## src/rtl/clk_switch_ctrl_pkg.sv

```systemverilog
// -----------------------------------------------------------------------------
// clk_sw_pkg
// Shared types and constants for the clock-switch request controller.
//   state_t : controller FSM states
//   SEL_A   : sel encoding that selects clk_a (matches the switch's sel input)
//   SEL_B   : sel encoding that selects clk_b
//   max_u() : small helper used for derived widths
// -----------------------------------------------------------------------------
package clk_sw_pkg;

    typedef enum logic [1:0] {
        IDLE     = 2'd0,
        WAIT_OFF = 2'd1,
        WAIT_ON  = 2'd2,
        SETTLE   = 2'd3
    } state_t;

    localparam logic SEL_A = 1'b1;
    localparam logic SEL_B = 1'b0;

    function automatic int unsigned max_u(input int unsigned a, input int unsigned b);
        return (a > b) ? a : b;
    endfunction

endpackage

```

## src/rtl/clk_switch_ctrl_if.sv

```systemverilog
// -----------------------------------------------------------------------------
// clk_switch_ctrl_if
// Bundles the request handshake, the switch sel/enable-status path and the
// status outputs of the clock-switch controller.
//   req_valid / req_sel / req_ready : select request handshake
//   sel                             : drives the switch sel input
//   en_a_async / en_b_async         : switch per-clock enable flop outputs
//   busy / done / cur_sel / err     : controller status
//   err_clr                         : clears the sticky err flag
// Modports:
//   master : requester side (CSR/power manager plus the switch itself)
//   slave  : the controller
// -----------------------------------------------------------------------------
interface clk_switch_ctrl_if;

    logic req_valid;
    logic req_sel;
    logic req_ready;
    logic sel;
    logic en_a_async;
    logic en_b_async;
    logic busy;
    logic done;
    logic cur_sel;
    logic err;
    logic err_clr;

    modport master (
        output req_valid, req_sel, en_a_async, en_b_async, err_clr,
        input  req_ready, sel, busy, done, cur_sel, err
    );

    modport slave (
        input  req_valid, req_sel, en_a_async, en_b_async, err_clr,
        output req_ready, sel, busy, done, cur_sel, err
    );

endinterface

```

## src/rtl/clk_switch_ctrl_sync_ff.sv

```systemverilog
// -----------------------------------------------------------------------------
// sync_ff
// Multi-flop synchronizer for a single asynchronous level into the i_clk
// domain. All stages reset asynchronously to RST_VAL.
//   i_clk : destination clock
//   i_rst : asynchronous reset, active-high
//   i_d   : asynchronous input level
//   o_q   : synchronized output (last stage)
// -----------------------------------------------------------------------------
module sync_ff #(
    parameter int   STAGES  = 2,
    parameter logic RST_VAL = 1'b0
) (
    input  logic i_clk,
    input  logic i_rst,
    input  logic i_d,
    output logic o_q
);

    logic [STAGES-1:0] r_sync;

    // Stage 0 samples the asynchronous input; later stages resolve metastability.
    always_ff @(posedge i_clk or posedge i_rst) begin
        if (i_rst) begin
            r_sync <= {STAGES{RST_VAL}};
        end else begin
            r_sync <= {r_sync[STAGES-2:0], i_d};
        end
    end

    assign o_q = r_sync[STAGES-1];

endmodule

```

## src/rtl/clk_switch_ctrl.sv

```systemverilog
// -----------------------------------------------------------------------------
// clk_switch_ctrl
// Request-side controller for a glitch-free clock switch. Accepts select
// requests, drives the switch sel input, watches the switch's synchronized
// per-clock enable status and reports completion only after the old clock is
// off, the new clock is on and a settle period has elapsed. A hand-over that
// does not finish within TIMEOUT_CYC cycles reverts sel and sets sticky err.
// Ports:
//   i_clk  : always-on control clock, independent of clk_a/clk_b
//   i_rst  : asynchronous reset, active-high
//   io_ctl : clk_switch_ctrl_if.slave (request handshake, sel, enable status,
//            busy/done/cur_sel/err status, err_clr)
// -----------------------------------------------------------------------------
module clk_switch_ctrl
    import clk_sw_pkg::*;
#(
    parameter int SYNC_STAGES = 2,
    parameter int SETTLE_CYC  = 4,
    parameter int TIMEOUT_CYC = 1024,
    parameter int CNT_W       = $clog2(TIMEOUT_CYC + 1)
) (
    input  logic              i_clk,
    input  logic              i_rst,
    clk_switch_ctrl_if.slave  io_ctl
);

    // The shared counter must also hold the settle count.
    localparam int SETTLE_W = $clog2(SETTLE_CYC + 1);
    localparam int W        = int'(max_u(CNT_W, SETTLE_W));

    localparam logic [W:0] TMO_LIM    = (W+1)'(TIMEOUT_CYC);
    localparam logic [W:0] SETTLE_LIM = (W+1)'(SETTLE_CYC);

    // ------------------------------------------------------------------
    // Enable status synchronizers: index 1 = clk_a path, index 0 = clk_b
    // ------------------------------------------------------------------
    logic [1:0] w_en_async;
    logic [1:0] w_en_sync;

    assign w_en_async = {io_ctl.en_a_async, io_ctl.en_b_async};

    for (genvar gi = 0; gi < 2; gi++) begin : g_sync
        sync_ff #(
            .STAGES  (SYNC_STAGES),
            .RST_VAL (1'b0)
        ) u_sync (
            .i_clk (i_clk),
            .i_rst (i_rst),
            .i_d   (w_en_async[gi]),
            .o_q   (w_en_sync[gi])
        );
    end

    logic w_en_a;
    logic w_en_b;
    assign w_en_a = w_en_sync[1];
    assign w_en_b = w_en_sync[0];

    // ------------------------------------------------------------------
    // State
    // ------------------------------------------------------------------
    state_t         r_state;
    state_t         w_state_next;
    logic           r_sel;
    logic           w_sel_next;
    logic           r_cur_sel;
    logic           w_cur_sel_next;
    logic [W-1:0]   r_cnt;
    logic [W-1:0]   w_cnt_next;
    logic           r_done;
    logic           w_done_next;
    logic           r_err;
    logic           w_err_next;

    logic           w_req_ready;
    logic           w_accept;
    logic           w_en_old;
    logic           w_en_new;
    logic [W:0]     w_cnt_inc;
    logic           w_tmo_hit;
    logic           w_settle_end;
    logic           w_err_set;

    // Ready is forced low while reset is held, not just after the first edge.
    assign w_req_ready = (r_state == IDLE) && !i_rst;
    assign w_accept    = io_ctl.req_valid && w_req_ready;

    // Old/new path are relative to the sel currently driven to the switch.
    assign w_en_old = (r_sel == SEL_A) ? w_en_b : w_en_a;
    assign w_en_new = (r_sel == SEL_A) ? w_en_a : w_en_b;

    // One extra bit so the compare sees the value the counter would reach.
    assign w_cnt_inc    = {1'b0, r_cnt} + (W+1)'(1);
    assign w_tmo_hit    = (w_cnt_inc >= TMO_LIM);
    // With SETTLE_CYC = 0 this is true on the first SETTLE cycle.
    assign w_settle_end = (w_cnt_inc >= SETTLE_LIM);

    always_ff @(posedge i_clk or posedge i_rst) begin
        if (i_rst) begin
            r_state   <= IDLE;
            r_sel     <= SEL_A;
            r_cur_sel <= SEL_A;
            r_cnt     <= '0;
            r_done    <= 1'b0;
            r_err     <= 1'b0;
        end else begin
            r_state   <= w_state_next;
            r_sel     <= w_sel_next;
            r_cur_sel <= w_cur_sel_next;
            r_cnt     <= w_cnt_next;
            r_done    <= w_done_next;
            r_err     <= w_err_next;
        end
    end

    always_comb begin
        w_state_next   = r_state;
        w_sel_next     = r_sel;
        w_cur_sel_next = r_cur_sel;
        w_cnt_next     = r_cnt;
        w_done_next    = 1'b0;
        w_err_set      = 1'b0;

        unique case (r_state)
            IDLE: begin
                if (w_accept) begin
                    if (io_ctl.req_sel == r_cur_sel) begin
                        // Already on the requested source: just acknowledge.
                        w_done_next = 1'b1;
                    end else begin
                        w_sel_next   = io_ctl.req_sel;
                        w_cnt_next   = '0;
                        w_state_next = WAIT_OFF;
                    end
                end
            end

            WAIT_OFF: begin
                w_cnt_next = w_cnt_inc[W-1:0];
                // Timeout wins over leaving WAIT_OFF so the total budget
                // from the sel change is never exceeded.
                if (w_tmo_hit) begin
                    w_err_set      = 1'b1;
                    w_sel_next     = r_cur_sel;
                    w_state_next   = IDLE;
                end else if (!w_en_old) begin
                    w_state_next = WAIT_ON;
                end
            end

            WAIT_ON: begin
                // Seeing the new clock on at the deadline still counts as success.
                if (w_en_new) begin
                    w_cnt_next   = '0;
                    w_state_next = SETTLE;
                end else if (w_tmo_hit) begin
                    w_err_set    = 1'b1;
                    w_sel_next   = r_cur_sel;
                    w_state_next = IDLE;
                end else begin
                    w_cnt_next = w_cnt_inc[W-1:0];
                end
            end

            SETTLE: begin
                if (w_settle_end) begin
                    w_cur_sel_next = r_sel;
                    w_done_next    = 1'b1;
                    w_state_next   = IDLE;
                end else begin
                    w_cnt_next = w_cnt_inc[W-1:0];
                end
            end

            default: begin
                w_state_next = IDLE;
            end
        endcase

        // Clear has priority over a timeout in the same cycle.
        w_err_next = io_ctl.err_clr ? 1'b0 : (r_err | w_err_set);
    end

    // The switch keeps the new enable high once it has handed over; a drop
    // here means the switch misbehaved, which the controller does not recheck.
    a_settle_en_stable: assert property (
        @(posedge i_clk) disable iff (i_rst)
        (r_state == SETTLE) |-> w_en_new
    );

    assign io_ctl.req_ready = w_req_ready;
    assign io_ctl.sel       = r_sel;
    assign io_ctl.busy      = (r_state != IDLE);
    assign io_ctl.done      = r_done;
    assign io_ctl.cur_sel   = r_cur_sel;
    assign io_ctl.err       = r_err;

endmodule

```

## src/flat_wrapper.sv

```systemverilog
// flat-port wrapper written by rule: the top's interface ports become plain ports
module clk_switch_ctrl_flat import clk_sw_pkg::*;
#(
    parameter int SYNC_STAGES = 2,
    parameter int SETTLE_CYC  = 4,
    parameter int TIMEOUT_CYC = 1024,
    parameter int CNT_W       = $clog2(TIMEOUT_CYC + 1)
)
  (i_clk, i_rst, io_ctl_req_valid, io_ctl_req_sel, io_ctl_en_a_async, io_ctl_en_b_async, io_ctl_err_clr, io_ctl_req_ready, io_ctl_sel, io_ctl_busy, io_ctl_done, io_ctl_cur_sel, io_ctl_err);
  clk_switch_ctrl_if io_ctl_i ();
  input  logic i_clk;
  input  logic i_rst;
  input wire logic [$bits(io_ctl_i.req_valid)-1:0] io_ctl_req_valid;
  input wire logic [$bits(io_ctl_i.req_sel)-1:0] io_ctl_req_sel;
  input wire logic [$bits(io_ctl_i.en_a_async)-1:0] io_ctl_en_a_async;
  input wire logic [$bits(io_ctl_i.en_b_async)-1:0] io_ctl_en_b_async;
  input wire logic [$bits(io_ctl_i.err_clr)-1:0] io_ctl_err_clr;
  output wire logic [$bits(io_ctl_i.req_ready)-1:0] io_ctl_req_ready;
  output wire logic [$bits(io_ctl_i.sel)-1:0] io_ctl_sel;
  output wire logic [$bits(io_ctl_i.busy)-1:0] io_ctl_busy;
  output wire logic [$bits(io_ctl_i.done)-1:0] io_ctl_done;
  output wire logic [$bits(io_ctl_i.cur_sel)-1:0] io_ctl_cur_sel;
  output wire logic [$bits(io_ctl_i.err)-1:0] io_ctl_err;
  assign io_ctl_i.req_valid = io_ctl_req_valid;
  assign io_ctl_i.req_sel = io_ctl_req_sel;
  assign io_ctl_i.en_a_async = io_ctl_en_a_async;
  assign io_ctl_i.en_b_async = io_ctl_en_b_async;
  assign io_ctl_i.err_clr = io_ctl_err_clr;
  assign io_ctl_req_ready = io_ctl_i.req_ready;
  assign io_ctl_sel = io_ctl_i.sel;
  assign io_ctl_busy = io_ctl_i.busy;
  assign io_ctl_done = io_ctl_i.done;
  assign io_ctl_cur_sel = io_ctl_i.cur_sel;
  assign io_ctl_err = io_ctl_i.err;
  clk_switch_ctrl #(.SYNC_STAGES(SYNC_STAGES), .SETTLE_CYC(SETTLE_CYC), .TIMEOUT_CYC(TIMEOUT_CYC), .CNT_W(CNT_W)) u_core (.i_clk(i_clk), .i_rst(i_rst), .io_ctl(io_ctl_i));
endmodule
```

## config.mk

```make
export PLATFORM = sky130hd
export DESIGN_NAME = clk_switch_ctrl_flat
export DESIGN_NICKNAME = d
export VERILOG_FILES = /design/src/rtl/clk_switch_ctrl_pkg.sv /design/src/rtl/clk_switch_ctrl_if.sv /design/src/rtl/clk_switch_ctrl_sync_ff.sv /design/src/rtl/clk_switch_ctrl.sv /design/src/flat_wrapper.sv
export SDC_FILE = /design/constraint.sdc
export NUM_CORES = 1
export LEC_CHECK = 0
export CORE_MARGIN = 2
export CORE_UTILIZATION = 51
export CTS_CLUSTER_DIAMETER = 60
export DETAILED_ROUTE_END_ITERATION = 10
export PLACE_DENSITY_LB_ADDON = 0.05
export SETUP_SLACK_MARGIN = 0.5
export SLEW_MARGIN = 20
export SYNTH_ARGS = -nofsm -noshare
export SYNTH_HDL_FRONTEND = slang
export SYNTH_SLANG_ARGS = --single-unit
```

## constraint.sdc

```tcl
create_clock -name i_clk -period 2.76 [get_ports i_clk]
set_clock_uncertainty 0.2 [all_clocks]
set_input_delay 0.414 -clock i_clk [delete_from_list [all_inputs] [get_ports i_clk]]
set_output_delay 0.414 -clock i_clk [all_outputs]
set_load 0.1 [all_outputs]
```

Word-level counts from Yosys, hierarchy flattened
Cells that the tools add are included.
Widths: inputs -> output; s select.
{"block": "op_classes", "n_addsub": 1, "order_cmp": 2, "n_eq_ne": 12, "muxes": 29, "n_bitwise": 1, "reduce_logical": 10}
{"op": "$mux 11", "count": 5}
{"op": "$pmux 11 s4", "count": 1}
{"op": "$mux 2", "count": 7}
{"op": "$add 11x1->12 const B", "count": 1}
{"op": "$ge 12x11->1 const B", "count": 1}
{"op": "$ge 12x3->1 const B", "count": 1}
{"op": "$mux 1", "count": 12}
{"op": "$pmux 2 s4", "count": 1}
{"op": "$reduce_and 4->1", "count": 2}
{"op": "$ne 2x2->1 const B", "count": 3}
{"op": "$reduce_and 5->1", "count": 1}
{"op": "$eq 2x2->1 const B", "count": 2}
{"op": "$ne 2x1->1 const B", "count": 2}
{"op": "$pmux 1 s2", "count": 2}
{"op": "$ne 3x1->1 const B", "count": 1}
{"op": "$ne 3x2->1 const B", "count": 1}
{"op": "$ne 3x3->1 const B", "count": 1}
{"op": "$pmux 1 s3", "count": 1}
{"op": "$reduce_bool 3->1", "count": 1}
{"op": "$eq 2x1->1 const B", "count": 1}
{"op": "$logic_and 1x1->1", "count": 2}
{"op": "$logic_not 2->1", "count": 1}
{"op": "$reduce_and 2->1", "count": 1}
{"op": "$reduce_bool 2->1", "count": 1}
{"op": "3 further kinds", "count": 3}
{"block": "word_totals", "regBits": 21, "inputBits": 7, "out_inout_bits": 6, "wordCells": 63}

Logic depth before layout (Yosys ltp)
{"block": "logic_depth", "depth_word": 7, "ltp_mapped": 9, "ltp_nobuf": 7}

Hierarchy
Synthesis repeated with hierarchy kept, for this count alone.
{"block": "hier_totals", "cells_unflattened": 145, "hier_area_um2": 1426.4}
{"module": "clk_switch_ctrl", "n_inst": 1, "cells_each": 139, "area_per_inst_um2": 1318.8, "seq_area_each_um2": 427.9}
{"module": "sync_ff", "n_inst": 2, "cells_each": 3, "area_per_inst_um2": 53.8, "seq_area_each_um2": 50.0}

Least setup slack after synthesis
Ideal clock, no wire load.
{"block": "synth_path", "path_type": "register -> register", "start": "register u_core.r_state[0]", "end": "register u_core.r_done (netlist: u_core.io_ctl.done)", "setup_time_ns": 0.079, "t_arrival_ns": 2.838, "t_required_ns": 2.481, "setup_slack_ns": -0.357, "path_stages_with_launch": 7, "n_path_buf": 0, "synth_period_minus_slack_ns": 3.117, "path_cell_list": "dfrtp_1 -> inv_1 -> ha_1 -> inv_1 -> nor2_1 -> nand3_1 -> a21oi_1"}
{"block": "synth_via", "elab_chain_len": 5}
{"element": "from (decl)", "line_no": "clk_switch_ctrl.sv:62", "rtl": "state_t r_state;"}
{"element": "from (signal assigned)", "line_no": "clk_switch_ctrl.sv:107", "rtl": "r_state <= w_state_next;"}
{"element": "$logic_not 2->1", "line_no": "clk_switch_ctrl.sv:85", "rtl": "assign w_req_ready = (r_state == IDLE) && !i_rst;"}
{"element": "$logic_and 1x1->1", "line_no": "clk_switch_ctrl.sv:85"}
{"element": "named net io_ctl_req_ready", "line_no": "flat_wrapper.sv:18", "rtl": "output wire logic [$bits(io_ctl_i.req_ready)-1:0] io_ctl_req_ready;"}
{"element": "$logic_and 1x1->1", "line_no": "clk_switch_ctrl.sv:86", "rtl": "assign w_accept = io_ctl.req_valid && w_req_ready;"}
{"element": "$mux 1", "line_no": "clk_switch_ctrl.sv:126", "rtl": "if (w_accept) begin"}
{"element": "$pmux 1 s2", "line_no": "clk_switch_ctrl.sv:124", "rtl": "unique case (r_state)"}
{"element": "named net u_core.w_done_next", "line_no": "clk_switch_ctrl.sv:71", "rtl": "logic w_done_next;"}
{"element": "to (signal assigned)", "line_no": "clk_switch_ctrl.sv:111", "rtl": "r_done <= w_done_next;"}
{"element": "to (decl)", "line_no": "clk_switch_ctrl.sv:70", "rtl": "logic r_done;"}
The timed path passes the listed nets, and every way through them passes these cells.
A chain may end at the register's enable or synchronous reset.

Worst setup path after layout
{"block": "layout_path", "start": "register u_core.r_cnt[0]", "end": "register u_core.r_cnt[6]"}
{"block": "layout_via", "elab_chain_len": 4}
{"element": "from (decl)", "line_no": "clk_switch_ctrl.sv:68", "rtl": "logic [W-1:0] r_cnt;"}
{"element": "from (signal assigned)", "line_no": "clk_switch_ctrl.sv:110", "rtl": "r_cnt <= w_cnt_next;"}
{"element": "$add 11x1->12 *", "line_no": "clk_switch_ctrl.sv:93", "rtl": "assign w_cnt_inc = {1'b0, r_cnt} + (W+1)'(1);"}
{"element": "$ge 12x11->1 (tied with other cells)", "line_no": "clk_switch_ctrl.sv:94", "rtl": "assign w_tmo_hit = (w_cnt_inc >= TMO_LIM);"}
{"element": "$ne 3x2->1 (no source line) (tied with other cells)"}
{"element": "$reduce_and 4->1 (no source line) / $pmux 11 s4 (equally long branches)"}
Every way passes the cells marked *; elsewhere a longest branch is shown, timed or not. The select of a mux whose other input is x is not followed.

==> summary.md <==
| Metric | Value |
|---|---|
| Chip width | ~58 um |
| Sw Ratio | between 40% and 50% |
| Max Freq | 411.2 MHz |
| Clk Latency, worst-skew pair | roughly 0.30 ns |
| Syn nets | between 150 and 200 |
| Diodes inserted | 0 |
| H-Tree Level Count | 1 |
| Clock Pin Slew Worst Setup and Hold Paths | ~0.12 ns |
| Static leakage | 0.9360 nW |
| Ys async rst share | 100.0% |
| Required time of the critical path | around 2.8 ns |
| Vias/cell | 5.965 |
| Vias | about 1,400 |
| Startpoint Class | flop |
| Most frequent cells in the layout | buf_4, nand2_1, nor2_1, dfrtp_1, a21oi_1 |
| Initial antenna violation count | 0 |
| IO buf count | 12 |
| Slew Viols, Final | 0 |
| Routed WL | between 4000 and 5000 um |
| Gr ovfl total | 0 |
| Hold Fails Final Rpt | 0 |
| Max-cap violations | 0 |
| Ys Warns | 0 |
| TNS Setup | 0 ns |
| Setup violations, final | 0 |
| Post-Synthesis Cells | 161 |
| M1 WL | between 1500 and 2000 um |
| Final Instance Area | 2093 um2 |
| Power share of the clock group | under 10% |
| Post-synth EDFFs | 0 |
| Sequential share of the synthesized area | a little over a third |
| GP Congestion | around 0.84 |
| Count of clock tree sinks | 21 |
| Hpwl dp | 2463 um |
| Sw Pwr | 0.0008318 W |
| Pin count of the biggest net entering global routing | 14 |
| P&R area growth vs syn | 41.18% |
| Maximum VDD drop | roughly 900 uV |
| Hold Crit Class | reg2reg |
| Bufs on Longest Clock Path | 2 |
| Root Buffer Master | clkbuf_4 |
| Crit Path Class | reg2reg |
| Syn avg cell area | 9.209 um2 |
| Layout cells sized above 1 | 49.75% |
| Commonest non-fill, non-tap cell in the layout | buf_4 |
| Slew headroom | about two thirds |
| Initial core utilization | about 54% |
| Slew @ Worst Pin | between 0.5 and 0.6 ns |
| Vias in the first global route | 1,335 |
| R2r setup slk | 0.33 ns |
| CTS buffer count | 3 |
| Synth Flop Type | dfrtp_1 |
| Final period util | approximately nine tenths |
| Endpoint class of the critical path | flop |
| Remaining DRCs | 0 |
| Core footprint | ~2800 um2 |
| Die area | approximately 3400 um2 |
| First-pass GRT wire length | 6251 um |
| Placed cell areas | ~1700 um2 |
| WL/cell | approximately 18 um |
| Die Y | 57.92 um |
| Combinational power share | 66.0% |
| # fillers | approximately 190 |
| Core Rows | 19 |
| Pwr Density | just over 800 nW/um2 |
| GRT Total Usage | around 24% |
| Internal | 0.0008664 W |
| Met2 wire len | between 2000 and 2500 um |
| Library cells used by synthesis | 44 |
| CP arrival | about 2.4 ns |
| # IOs | 13 |
| TritonCTS clock tree | done |
| Synthesized cell area | 1483 um2 |
| Iteration-0 DRC Markers | between 70 and 80 |
| Uppermost layer routed | met4 |
| First drt pass iteration count | 4 |
| Tmin final | approximately 2.4 ns |
| Crit-path max FO | 8 |
| Sequential power share | between 20% and 30% |
| Met3 wire len | 142 um |
| ANT nets after route | 0 |
| #FFs+latches synth | 21 |
| Final nets | about 210 |
| RSZ-0062 raised after global routing | true |
| Status | completed |
==> layer usage <==
| metal | vias up | GRT usage (%) |
|---|---|---|
| li1 | 648 | - |
| met1 | 683 | 33.43 |
| met2 | 33 | 40.42 |
| met3 | 8 | 2.455 |
| met4 | 0 | 8.970 |
| met5 | - | 0 |
==> per-stage QoR <==
stage	hold slack (ns)	total power [W]	worst slack, ns	instances	utilization [%]
after floorplan	0.1312	0.001132	0.4060	161	-
after global placement	0.1345	0.001286	0.2622	203	62.25
after detailed placement	0.1364	0.001303	0.2129	203	62.25
after CTS	0.1648	0.001621	0.3734	222	70.55
after global routing	0.1864	0.001786	0.2443	230	75.91
final	0.1715	0.001698	0.3278	230	75.91
==> cells in the mapped netlist, types with 2 or more instances <==
cell	n	area share (%)
nor2_1	13	3.3
mux2_2	5	3.8
xnor2_1	2	1.2
ha_1	7	5.9
mux2i_1	5	3.4
nand2_1	25	6.3
or2_2	4	1.7
dfstp_2	2	3.5
buf_2	2	0.68
o41ai_2	5	5.5
inv_1	11	2.8
a31oi_1	3	1.3
o211ai_1	2	1.0
nor3_2	2	1.4
a211oi_1	4	2.0
buf_6	2	1.5
o32ai_1	4	2.4
dfrtp_1	19	32
a21oi_1	11	3.7
o21ai_0	6	2.0
nand3_1	4	1.4
==> critical path, cell delays in order, from the launching register on <==
cell	delay, ns
dfrtp_2	0.42
ha_4	0.18
nand4_4	0.10
buf_4	0.19
nor3_2	0.19
o211a_1	0.25
o2111ai_4	0.21
and2_4	0.29
o41ai_2	0.31
==> power by group through the flow <==
stage / combinational [W] / sequential [W] / clock [W]
after floorplan: 0.000597 / 0.000535 / 0
after global placement: 0.000854 / 0.000432 / 0
after detailed placement: 0.000865 / 0.000438 / 0
after CTS: 0.00104 / 0.000424 / 0.000158
after global routing: 0.00118 / 0.000431 / 0.000170
final: 0.00112 / 0.000424 / 0.000153
==> kinds of logic after synthesis <==
| family | Yosys count | share of synthesized area, % |
|---|---|---|
| and+or+nand+nor | 57 | 19.07 |
| AOI/OAI and AO/OA | 42 | 22.19 |
| DFF | 21 | 35.61 |
| buffers and inverters | 19 | 6.328 |
| muxes | 12 | 9.113 |
| adders and majority gates | 7 | 5.907 |
| xor gates and xnor gates | 3 | 1.772 |
==> flip-flops by register name, summed over array words and instances, names as in the netlist <==
register and count:
u_core.io_ctl.cur_sel 1, u_core.io_ctl.err 1, u_core.r_state 2, u_core.io_ctl.sel 1, u_core.r_cnt 11, u_core.io_ctl.done 1, u_core.g_sync.u_sync.r_sync 4
==> cell type report <==
class                      instances  area, um2  area share, %
multi-input combinational        121       1084          51.76
inverter                          11      41.29          1.973
timing repair buffer              42      357.8          17.10
tap                               31      38.79          1.853
clock buffer                       4      26.28          1.255
sequential                        21      545.5          26.06
==> final timing paths <==
kind / endpoint / start / cells after the start
max in group asynchronous: u_core.r_cnt[3] / i_rst / 3
worst min register to register: u_core.g_sync[0].u_sync.r_sync[1] / u_core.g_sync[0].u_sync.r_sync[0] / 0
worst max register to register: u_core.r_cnt[6] / u_core.r_cnt[0] / 8
min in group asynchronous: u_core.r_cnt[8] / i_rst / 2
worst max-delay path: u_core.r_cnt[6] / u_core.r_cnt[0] / 8
worst min-delay path: u_core.g_sync[0].u_sync.r_sync[1] / u_core.g_sync[0].u_sync.r_sync[0] / 0
==> timing repair <==
action,CTS,global route
hold buffers,0,0
setup buffers,15,8
gates resized for setup,21,21
endpoints found under the setup margin,14,15
pin swaps,11,9
No activity file was read; power rests on OpenSTA's default activity.
